**config.mk**
```make
export PLATFORM = sky130hd
export DESIGN_NAME = icache_flat
export DESIGN_NICKNAME = d
export VERILOG_FILES = /design/src/rtl/icache_pkg.sv /design/src/rtl/icache_if.sv /design/src/rtl/icache_array.sv /design/src/rtl/icache.sv /design/src/flat_wrapper.sv
export SDC_FILE = /design/constraint.sdc
export NUM_CORES = 2
export LEC_CHECK = 0
export CORE_ASPECT_RATIO = 1.5
export CORE_MARGIN = 1
export CORE_UTILIZATION = 40
export DETAILED_ROUTE_END_ITERATION = 8
export SLEW_MARGIN = 20
export SYNTH_ARGS = -nofsm -noshare
export SYNTH_HDL_FRONTEND = slang
export SYNTH_MEMORY_MAX_BITS = 65536
export SYNTH_SLANG_ARGS = --single-unit
```
**constraint.sdc**
```tcl
create_clock -name clk -period 33.5 [get_ports clk]
set_clock_uncertainty 0.15 [all_clocks]
set_input_delay 3.35 -clock clk [delete_from_list [all_inputs] [get_ports clk]]
set_output_delay 3.35 -clock clk [all_outputs]
set_load 0.01 [all_outputs]
```
**src/rtl/icache_pkg.sv**
```systemverilog
// rtl/icache_pkg.sv - shared word type plus cache geometry, widths and FSM state enum
package rv32i_types;
  typedef logic [31:0] rv32i_word;
endpackage : rv32i_types

package cache_types;
  localparam int SETS_DEFAULT      = 16;
  localparam int LINE_BITS_DEFAULT = 256;
  localparam int WORD_BITS         = 32;
  localparam int OFFSET_BITS       = 5;
  localparam int WORD_SEL_BITS     = 3;
  localparam int INDEX_BITS_DEFAULT = $clog2(SETS_DEFAULT);
  localparam int TAG_BITS_DEFAULT   = 32 - OFFSET_BITS - INDEX_BITS_DEFAULT;

  typedef enum logic [0:0] {
    IDLE = 1'b0,
    FILL = 1'b1
  } icache_state_t;
endpackage : cache_types

```
**src/rtl/icache_if.sv**
```systemverilog
// rtl/icache_if.sv - fetch-side and line-fill bus bundle between core, cache and memory
interface icache_if #(
  parameter int LINE_BITS = cache_types::LINE_BITS_DEFAULT
);
  logic                  imem_read;
  rv32i_types::rv32i_word imem_address;
  logic                  imem_resp;
  rv32i_types::rv32i_word imem_rdata;
  logic                  pmem_read;
  rv32i_types::rv32i_word pmem_address;
  logic                  pmem_resp;
  logic [LINE_BITS-1:0]  pmem_rdata;

  modport master (
    output imem_read, imem_address, pmem_resp, pmem_rdata,
    input  imem_resp, imem_rdata, pmem_read, pmem_address
  );

  modport slave (
    input  imem_read, imem_address, pmem_resp, pmem_rdata,
    output imem_resp, imem_rdata, pmem_read, pmem_address
  );
endinterface : icache_if

```
**src/rtl/icache_array.sv**
```systemverilog
// rtl/icache_array.sv - direct-mapped valid/tag/line storage, async read, one sync write port
module icache_array #(
  parameter int SETS      = 16,
  parameter int LINE_BITS = 256,
  parameter int TAG_W     = 23,
  localparam int IDX_W    = $clog2(SETS)
) (
  input  logic                 clk,
  input  logic                 rst,
  input  logic [IDX_W-1:0]     rd_index,
  output logic                 rd_valid,
  output logic [TAG_W-1:0]     rd_tag,
  output logic [LINE_BITS-1:0] rd_line,
  input  logic                 wr_en,
  input  logic [IDX_W-1:0]     wr_index,
  input  logic [TAG_W-1:0]     wr_tag,
  input  logic [LINE_BITS-1:0] wr_line
);
  logic [SETS-1:0]      valid_q;
  logic [TAG_W-1:0]     tags  [SETS];
  logic [LINE_BITS-1:0] lines [SETS];

  always_ff @(posedge clk) begin
    if (rst) begin
      valid_q <= '0;
    end else if (wr_en) begin
      valid_q[wr_index] <= 1'b1;
    end
  end

  // Tag and data carry no reset; a cleared valid bit hides stale contents.
  always_ff @(posedge clk) begin
    if (wr_en) begin
      tags[wr_index]  <= wr_tag;
      lines[wr_index] <= wr_line;
    end
  end

  assign rd_valid = valid_q[rd_index];
  assign rd_tag   = tags[rd_index];
  assign rd_line  = lines[rd_index];
endmodule : icache_array

```
**src/rtl/icache.sv**
```systemverilog
// rtl/icache.sv - read-only direct-mapped instruction cache with single-line fill FSM
module icache
  import cache_types::*;
  import rv32i_types::*;
#(
  parameter int SETS      = SETS_DEFAULT,
  parameter int LINE_BITS = LINE_BITS_DEFAULT
) (
  input  logic       clk,
  input  logic       rst,
  icache_if.slave    bus,
  output rv32i_word  miss_count
);
  localparam int IDX_W = $clog2(SETS);
  localparam int TAG_W = 32 - OFFSET_BITS - IDX_W;

  icache_state_t state_q, state_d;

  rv32i_word                 addr;
  logic [IDX_W-1:0]          req_index;
  logic [TAG_W-1:0]          req_tag;
  logic [WORD_SEL_BITS-1:0]  word_sel;
  logic [31-OFFSET_BITS:0]   fill_line_q;
  logic [IDX_W-1:0]          fill_index;
  logic [TAG_W-1:0]          fill_tag;
  logic                      rd_valid;
  logic [TAG_W-1:0]          rd_tag;
  logic [LINE_BITS-1:0]      rd_line;
  logic                      tag_match;
  logic                      hit;
  logic                      miss_start;
  logic                      install;
  rv32i_word                 miss_count_q;
  logic                      unused_byte_bits;

  assign addr       = bus.imem_address;
  assign req_index  = addr[OFFSET_BITS +: IDX_W];
  assign req_tag    = addr[31 -: TAG_W];
  assign word_sel   = addr[OFFSET_BITS-1:2];
  assign fill_index = fill_line_q[IDX_W-1:0];
  assign fill_tag   = fill_line_q[31-OFFSET_BITS -: TAG_W];
  assign unused_byte_bits = &{1'b0, addr[1:0]};

  assign tag_match  = rd_valid && (rd_tag == req_tag);
  assign hit        = bus.imem_read && (state_q == IDLE) && tag_match && !rst;
  assign miss_start = bus.imem_read && (state_q == IDLE) && !tag_match;
  // Gating on rst drops a fill whose response lands in the reset cycle.
  assign install    = (state_q == FILL) && bus.pmem_resp && !rst;

  icache_array #(
    .SETS      (SETS),
    .LINE_BITS (LINE_BITS),
    .TAG_W     (TAG_W)
  ) u_array (
    .clk      (clk),
    .rst      (rst),
    .rd_index (req_index),
    .rd_valid (rd_valid),
    .rd_tag   (rd_tag),
    .rd_line  (rd_line),
    .wr_en    (install),
    .wr_index (fill_index),
    .wr_tag   (fill_tag),
    .wr_line  (bus.pmem_rdata)
  );

  always_ff @(posedge clk) begin
    if (rst) begin
      state_q <= IDLE;
    end else begin
      state_q <= state_d;
    end
  end

  always_comb begin
    state_d = state_q;
    case (state_q)
      IDLE:    if (miss_start)    state_d = FILL;
      FILL:    if (bus.pmem_resp) state_d = IDLE;
      default: state_d = IDLE;
    endcase
  end

  always_comb begin
    bus.imem_resp    = hit;
    bus.imem_rdata   = rd_line[{word_sel, 5'b00000} +: 32];
    bus.pmem_read    = (state_q == FILL) && !rst;
    bus.pmem_address = {fill_line_q, {OFFSET_BITS{1'b0}}};
  end

  // The fill address is captured once so a redirect mid-fill cannot disturb it.
  always_ff @(posedge clk) begin
    if (!rst && miss_start) begin
      fill_line_q <= addr[31:OFFSET_BITS];
    end
  end

  always_ff @(posedge clk) begin
    if (rst) begin
      miss_count_q <= '0;
    end else if (miss_start) begin
      miss_count_q <= miss_count_q + 32'd1;
    end
  end

  assign miss_count = miss_count_q;
endmodule : icache

```
**src/flat_wrapper.sv**
```systemverilog
// flat-port wrapper written by rule: the top's interface ports become plain ports
module icache_flat import cache_types::*; import rv32i_types::*;
#(
  parameter int SETS      = SETS_DEFAULT,
  parameter int LINE_BITS = LINE_BITS_DEFAULT
)
  (clk, rst, miss_count, bus_imem_read, bus_imem_address, bus_pmem_resp, bus_pmem_rdata, bus_imem_resp, bus_imem_rdata, bus_pmem_read, bus_pmem_address);
  icache_if #(.LINE_BITS(LINE_BITS)) bus_i ();
  input  logic clk;
  input  logic rst;
  output rv32i_word miss_count;
  input wire logic [$bits(bus_i.imem_read)-1:0] bus_imem_read;
  input wire logic [$bits(bus_i.imem_address)-1:0] bus_imem_address;
  input wire logic [$bits(bus_i.pmem_resp)-1:0] bus_pmem_resp;
  input wire logic [$bits(bus_i.pmem_rdata)-1:0] bus_pmem_rdata;
  output wire logic [$bits(bus_i.imem_resp)-1:0] bus_imem_resp;
  output wire logic [$bits(bus_i.imem_rdata)-1:0] bus_imem_rdata;
  output wire logic [$bits(bus_i.pmem_read)-1:0] bus_pmem_read;
  output wire logic [$bits(bus_i.pmem_address)-1:0] bus_pmem_address;
  assign bus_i.imem_read = bus_imem_read;
  assign bus_i.imem_address = bus_imem_address;
  assign bus_i.pmem_resp = bus_pmem_resp;
  assign bus_i.pmem_rdata = bus_pmem_rdata;
  assign bus_imem_resp = bus_i.imem_resp;
  assign bus_imem_rdata = bus_i.imem_rdata;
  assign bus_pmem_read = bus_i.pmem_read;
  assign bus_pmem_address = bus_i.pmem_address;
  icache #(.SETS(SETS), .LINE_BITS(LINE_BITS)) u_core (.clk(clk), .rst(rst), .bus(bus_i), .miss_count(miss_count));
endmodule
```
# After elaboration in Yosys (flattened, before gate mapping)
# Memory sizes are Yosys's and may differ from the RTL's.
# Index checks and enable logic that the tools add are counted.
[op_classes]
n_addsub = 1
magnitude_cmp = 3
eq_ne = 1
n_shift = 1
n_mux = 9
bitwise = 2
reduce_logical = 12
[op_table]
columns = ["operator", "count"]
rows = [
  ["indexed part select 256 x 9 -> 32 bit", 1],
  ["adder 32 x 1 -> 32 bit (second input constant)", 1],
  ["equality test 23 bit", 1],
  ["OR 16 bit", 1],
  ["logical AND 1 bit", 10],
  ["< comparator 4 x 5 -> 1 bit (second input constant)", 2],
  ["2-to-1 mux 1 bit", 6],
  ["binary-select mux 1 bit (select 4 bit)", 1],
  ["demux 1 bit (select 4 bit)", 1],
  [">= comparator 4 x 1 -> 1 bit (second input constant)", 1],
  ["logical NOT 1 bit", 2],
  ["case mux 1 bit (2 select lines)", 1],
  ["inverter 1 bit", 1],
]
[word_totals]
reg_bits = 76
mem_bits_rw = 4464
input_bits = 292
out_inout_bits = 98
elab_cells = 35
memories = 2
[memory_table]
columns = ["memory", "words", "width", "read_ports", "rd_ports_with_merged_regs", "wr", "line", "rtl"]
rows = [
  ["u_core.u_array.lines", 16, 256, 1, 0, 1, "icache_array.sv:21", "logic [LINE_BITS-1:0] lines [SETS];"],
  ["u_core.u_array.tags", 16, 23, 1, 0, 1, "icache_array.sv:20", "logic [TAG_W-1:0] tags [SETS];"],
]

# Depth between registers and ports, before layout
[logic_depth]
depth_word = 7
mapped_depth = 16
depth_no_buf = 9

# By module
# Synthesis repeated with hierarchy kept, for this count alone.
[unflattened]
cells_unflattened = 7398
area_unflattened_um2 = 172569.3
[modules_own_cells]
columns = ["mod", "n_inst", "cells_each", "area_each_um2", "seq_area_each_um2"]
rows = [
  ["icache_array", 1, 7023, 167862.2, 134368.9],
  ["icache", 1, 375, 4707.0, 1471.4],
]

# Least setup slack after synthesis
# No wires, ideal clock.
[synth_timing]
kind = "input-to-reg"
start = "in rst"
end = "mem u_core.u_array.lines[0][0] (enable)"
setup_time_ns = 1.263
arrival_ns = 23.100
required_ns = 32.087
slack_ns = 8.987
stages = 5
path_buffers = 1
cell_sequence = "clkbuf_1 -> nor2b_1 -> nand2_1 -> or3_1 -> nor3_1"
[synth_via]
elab_chain_cells = 4
[synth_rtl]
columns = ["element", "line", "rtl"]
rows = [
  ["start, declared", "flat_wrapper.sv:10", "input logic rst;"],
  ["logical NOT 1 bit", "icache.sv:48", "assign install = (state_q == FILL) && bus.pmem_resp && !rst;"],
  ["logical AND 1 bit", "icache.sv:48", ""],
  ["2-to-1 mux 1 bit", "icache_array.sv:33", "if (wr_en) begin"],
  ["2-to-1 mux 1 bit (implied by the code)", "icache_array.sv:35", "lines[wr_index] <= wr_line;"],
  ["end, declared", "icache_array.sv:21", ""],
]
# No other way between the ends.

# Final worst setup path
[layout_timing]
start = "in bus_imem_address[5]"
end = "out bus_imem_rdata[10]"
[layout_via]
elab_chain_cells = 2
[layout_rtl]
columns = ["element", "line", "rtl"]
rows = [
  ["start, declared", "flat_wrapper.sv:13", "input wire logic [$bits(bus_i.imem_address)-1:0] bus_imem_address;"],
  ["memory read (16 x 256 bit)", "n/a", ""],
  ["indexed part select 256 x 9 -> 32 bit", "icache.sv:86", "bus.imem_rdata = rd_line[{word_sel, 5'b00000} +: 32];"],
  ["end, declared", "flat_wrapper.sv:17", "output wire logic [$bits(bus_i.imem_rdata)-1:0] bus_imem_rdata;"],
]
# No other way between the ends.

==> impl_metrics.ini <==
[global_route]
grt_pass1_wl_um = 591900
grt_max_degree = 137
grt_pass1_vias = 80856
antenna_found_initial = 165
overflow = 0
track_usage_pct = 19.17

[pwr]
power.share.clock_pct = 40.9
combinationalPowerShare_pct = 4.8
leakagePower_uw = 0.05980
sw_frac_of_total_pct = 20.72
p_sw_uw = 2387
ir_worst_vdd_mv = 0.03905
seqPwrFrac_pct = 54.3
pwr_density_cell_nw_per_um2 = 58.50
p_int_uw = 9133

[place]
post-dp-hpwl_um = 225400
gp_congestion = 0.7446
port-buffer-count = 382

[floorplan]
rows = 295
die-area_sq_um = 433800
die_h_um = 806.2
initial_core_util_pct = 40.14
die_x_um = 538.1
coreArea_sq_um = 429600
io_pins = 390

[timing]
finalCritPeriodShare_pct = 42.77
tightestPinTransition_ns = 1.093
hold_violations = 0
setup_violations = 0
rsz0062_at_grt = no
max_freq_mhz = 69.80
timing.slew.headroom_pct = 26.97
finalSetupTns_ns = 0
timing.hold.ws_ns = 0.3259
finalMaxSlewViolations = 0
period_minus_slack_ns = 14.33

[synthesis]
synth_ff_type = edfxtp_1
yosysUniqueCellTypes = 65
ys_ff_latch = 4540
syn_inst = 6715
syn_area_sq_um = 172500
syn_avg_cell_area_sq_um = 25.68
yosysSeqAreaShare_pct = 78.77
ys_async_sr_fraction_pct = 0
yosys_warnings = 0
synth_edf_count = 4491

[clocking]
htree_levels = 5
clock_latency_ns = 0.99
cts_made_buffers = 415
clock-sinks = 4540
tritoncts = done
ctsHoldBuffers = 0
clk_pin_slew_ns = 0.06
cts-resized-gates = 0
root_buffer = clkbuf_16
clockBufferDepth = 4
cts_setup_buffers = 0

[detailed_routing]
avgViaCountPerCell = 5.656
drt-total-wl_um = 415100
drtAntennaViolNets = 0
vias = 75631
wl_per_cell_um = 31.04
drc = 0
drt-initial-drc-count = 6561
drt-pass1-iter-count = 5

[setup_path]
worst_setup_path_start_kind = primary input
cp_max_fo = 92
worstPathRequired_ns = 30.00
arrival_ns = 10.83
cp-end-kind = output pin
criticalPathCategory = primary input to output pin

[final_layout]
drive_above_1_share_pct = 29.22
area_delta_synth_final_pct = 14.20
nNetsFinal = 7612
fillers = 35095

[run]
cap_violations = 0

[run_status]
status = finished clean

[min_path]
min_path_type = flop to flop
## routing by layer
metal | wire (um) | track usage [%] | vias up
met2 | 208200 | 31.95 | 2227
li1 | - | - | 30787
met5 | 723 | 0 | -
met4 | 11070 | 5.612 | 118
met3 | 31890 | 5.379 | 716
met1 | 163200 | 24.44 | 41783
## cell families (layout without fill, tap and decap cells)
logic type	count (synthesis)	after routing	synth area share [%]
other	1	64	0.002174
XOR/XNOR	36	36	0.1828
AND/OR/NAND/NOR	168	168	0.5100
flip-flops	4540	4540	78.77
AO/OA/AOI/OAI	98	98	0.4223
multiplexers	1516	1516	19.21
buffers and inverters	355	1305	0.9018
adder cells (fa/ha/maj)	1	1	0.007254
## sequential cells by signal, indices dropped and copies added (netlist names)
register and count:
u_core.state_q 1, u_core.u_array.tags 368, u_core.miss_count 32, u_core.u_array.lines 4096, u_core.fill_line_q 27, u_core.u_array.valid_q 16
## cell usage in the layout, fill, tap and decap left out, types with 5 or more instances in the layout
cell type        instances
buf_4                  122
nand2b_1                 8
clkinv_2                83
a21oi_1                 29
inv_1                    8
nor2b_1                  9
clkdlybuf4s50_1        374
or4_1                   15
mux2_2                  43
clkinv_1               100
conb_1                   5
nor2_1                  51
a22o_1                   9
clkbuf_16              422
a211oi_1                 5
inv_6                   13
edfxtp_1              4491
xor2_1                  15
nand2_1                 25
nand3_1                  9
xnor2_1                 21
buf_12                  23
diode_2                 59
bufinv_16               41
clkinvlp_4              10
o31ai_1                 15
nand4_1                  7
mux4_2                1430
mux2i_1                 43
or3_1                    5
nor2_4                  13
and3_1                   5
clkbuf_1                81
dfxtp_1                 49
## path summary, 6_finish.rpt
check	end	slack [ns]	startpoint	depth (start not counted)
max	bus_imem_rdata[10]	19.17	bus_imem_address[5]	11
min	u_core.u_array.valid_q[12]	0.33	u_core.u_array.valid_q[12]	2
max reg2reg	u_core.u_array.lines[9][19]	27.85	u_core.state_q	9
min reg2reg	u_core.u_array.valid_q[12]	0.33	u_core.u_array.valid_q[12]	2
## metrics by stage
stage                     area (sq um)  std cells  setup slack [ns]  utilization [%]  power (uW)
after floorplan                 172500       6719             8.987                -        6691
after global routing            196900      13338             18.45            45.82       11850
final                           196900      13371             19.17            45.84       11520
after detailed placement        183300      12543             18.59            42.67        6944
after global placement          183300      12543             18.59            42.67        6931
after CTS                       196700      13310             18.59            45.79       11640
## power by group through the flow
stage / Combinational, uW / Sequential, uW / Clock (uW)
CTS: 564 / 6260 / 4820
floorplan: 305 / 6390 / 0
global route: 589 / 6260 / 5010
global placement: 552 / 6380 / 0
detailed placement: 563 / 6380 / 0
finish: 552 / 6260 / 4710
## worst max-delay path, cell delays in order
cell	delay, ns
buf_16	0.52
buf_4	0.71
buf_4	0.78
buf_4	0.86
buf_4	0.81
buf_6	0.70
mux4_2	0.61
mux4_2	0.50
mux4_2	0.65
mux2_2	0.32
clkdlybuf4s50_1	0.71
## final cells by class
type	instances	area, sq um	area share, %
Antenna cell	59	147.6	0.07497
Clock buffer	505	10890	5.531
Clock inverter	262	2502	1.271
Inverter	9	33.78	0.01715
Multi-Input combinational cell	1824	35190	17.87
Sequential cell	4540	135800	68.98
Tap cell	5643	7061	3.585
Timing Repair Buffer	529	5268	2.675
## Yosys cell counts (4+ instances only)
master    count  area, sq um
edfxtp_1   4491       134900
mux4_2     1430        32210
clkbuf_1    218        818.3
nor2_1       64        240.2
buf_1        53        198.9
buf_2        53        265.3
dfxtp_1      49        980.9
mux2_2       43        484.2
mux2i_1      43        430.4
a21oi_1      29        145.1
nand2_1      25        93.84
xnor2_1      21        183.9
o31ai_1      15        112.6
or4_1        15        112.6
xor2_1       15        131.4
a22o_1        9        78.83
buf_4         9        67.56
buf_6         9        101.4
nand3_1       9        45.04
nor2b_1       9        56.30
inv_1         8        30.03
nand2b_1      8        50.05
nand4_1       7        43.79
nor3_1        7        35.03
a211oi_1      5        37.54
and3_1        5        31.28
or3_1         5        31.28
a221oi_2      4        60.06
o22ai_1       4        25.02
(Power assumes the default switching activity.)
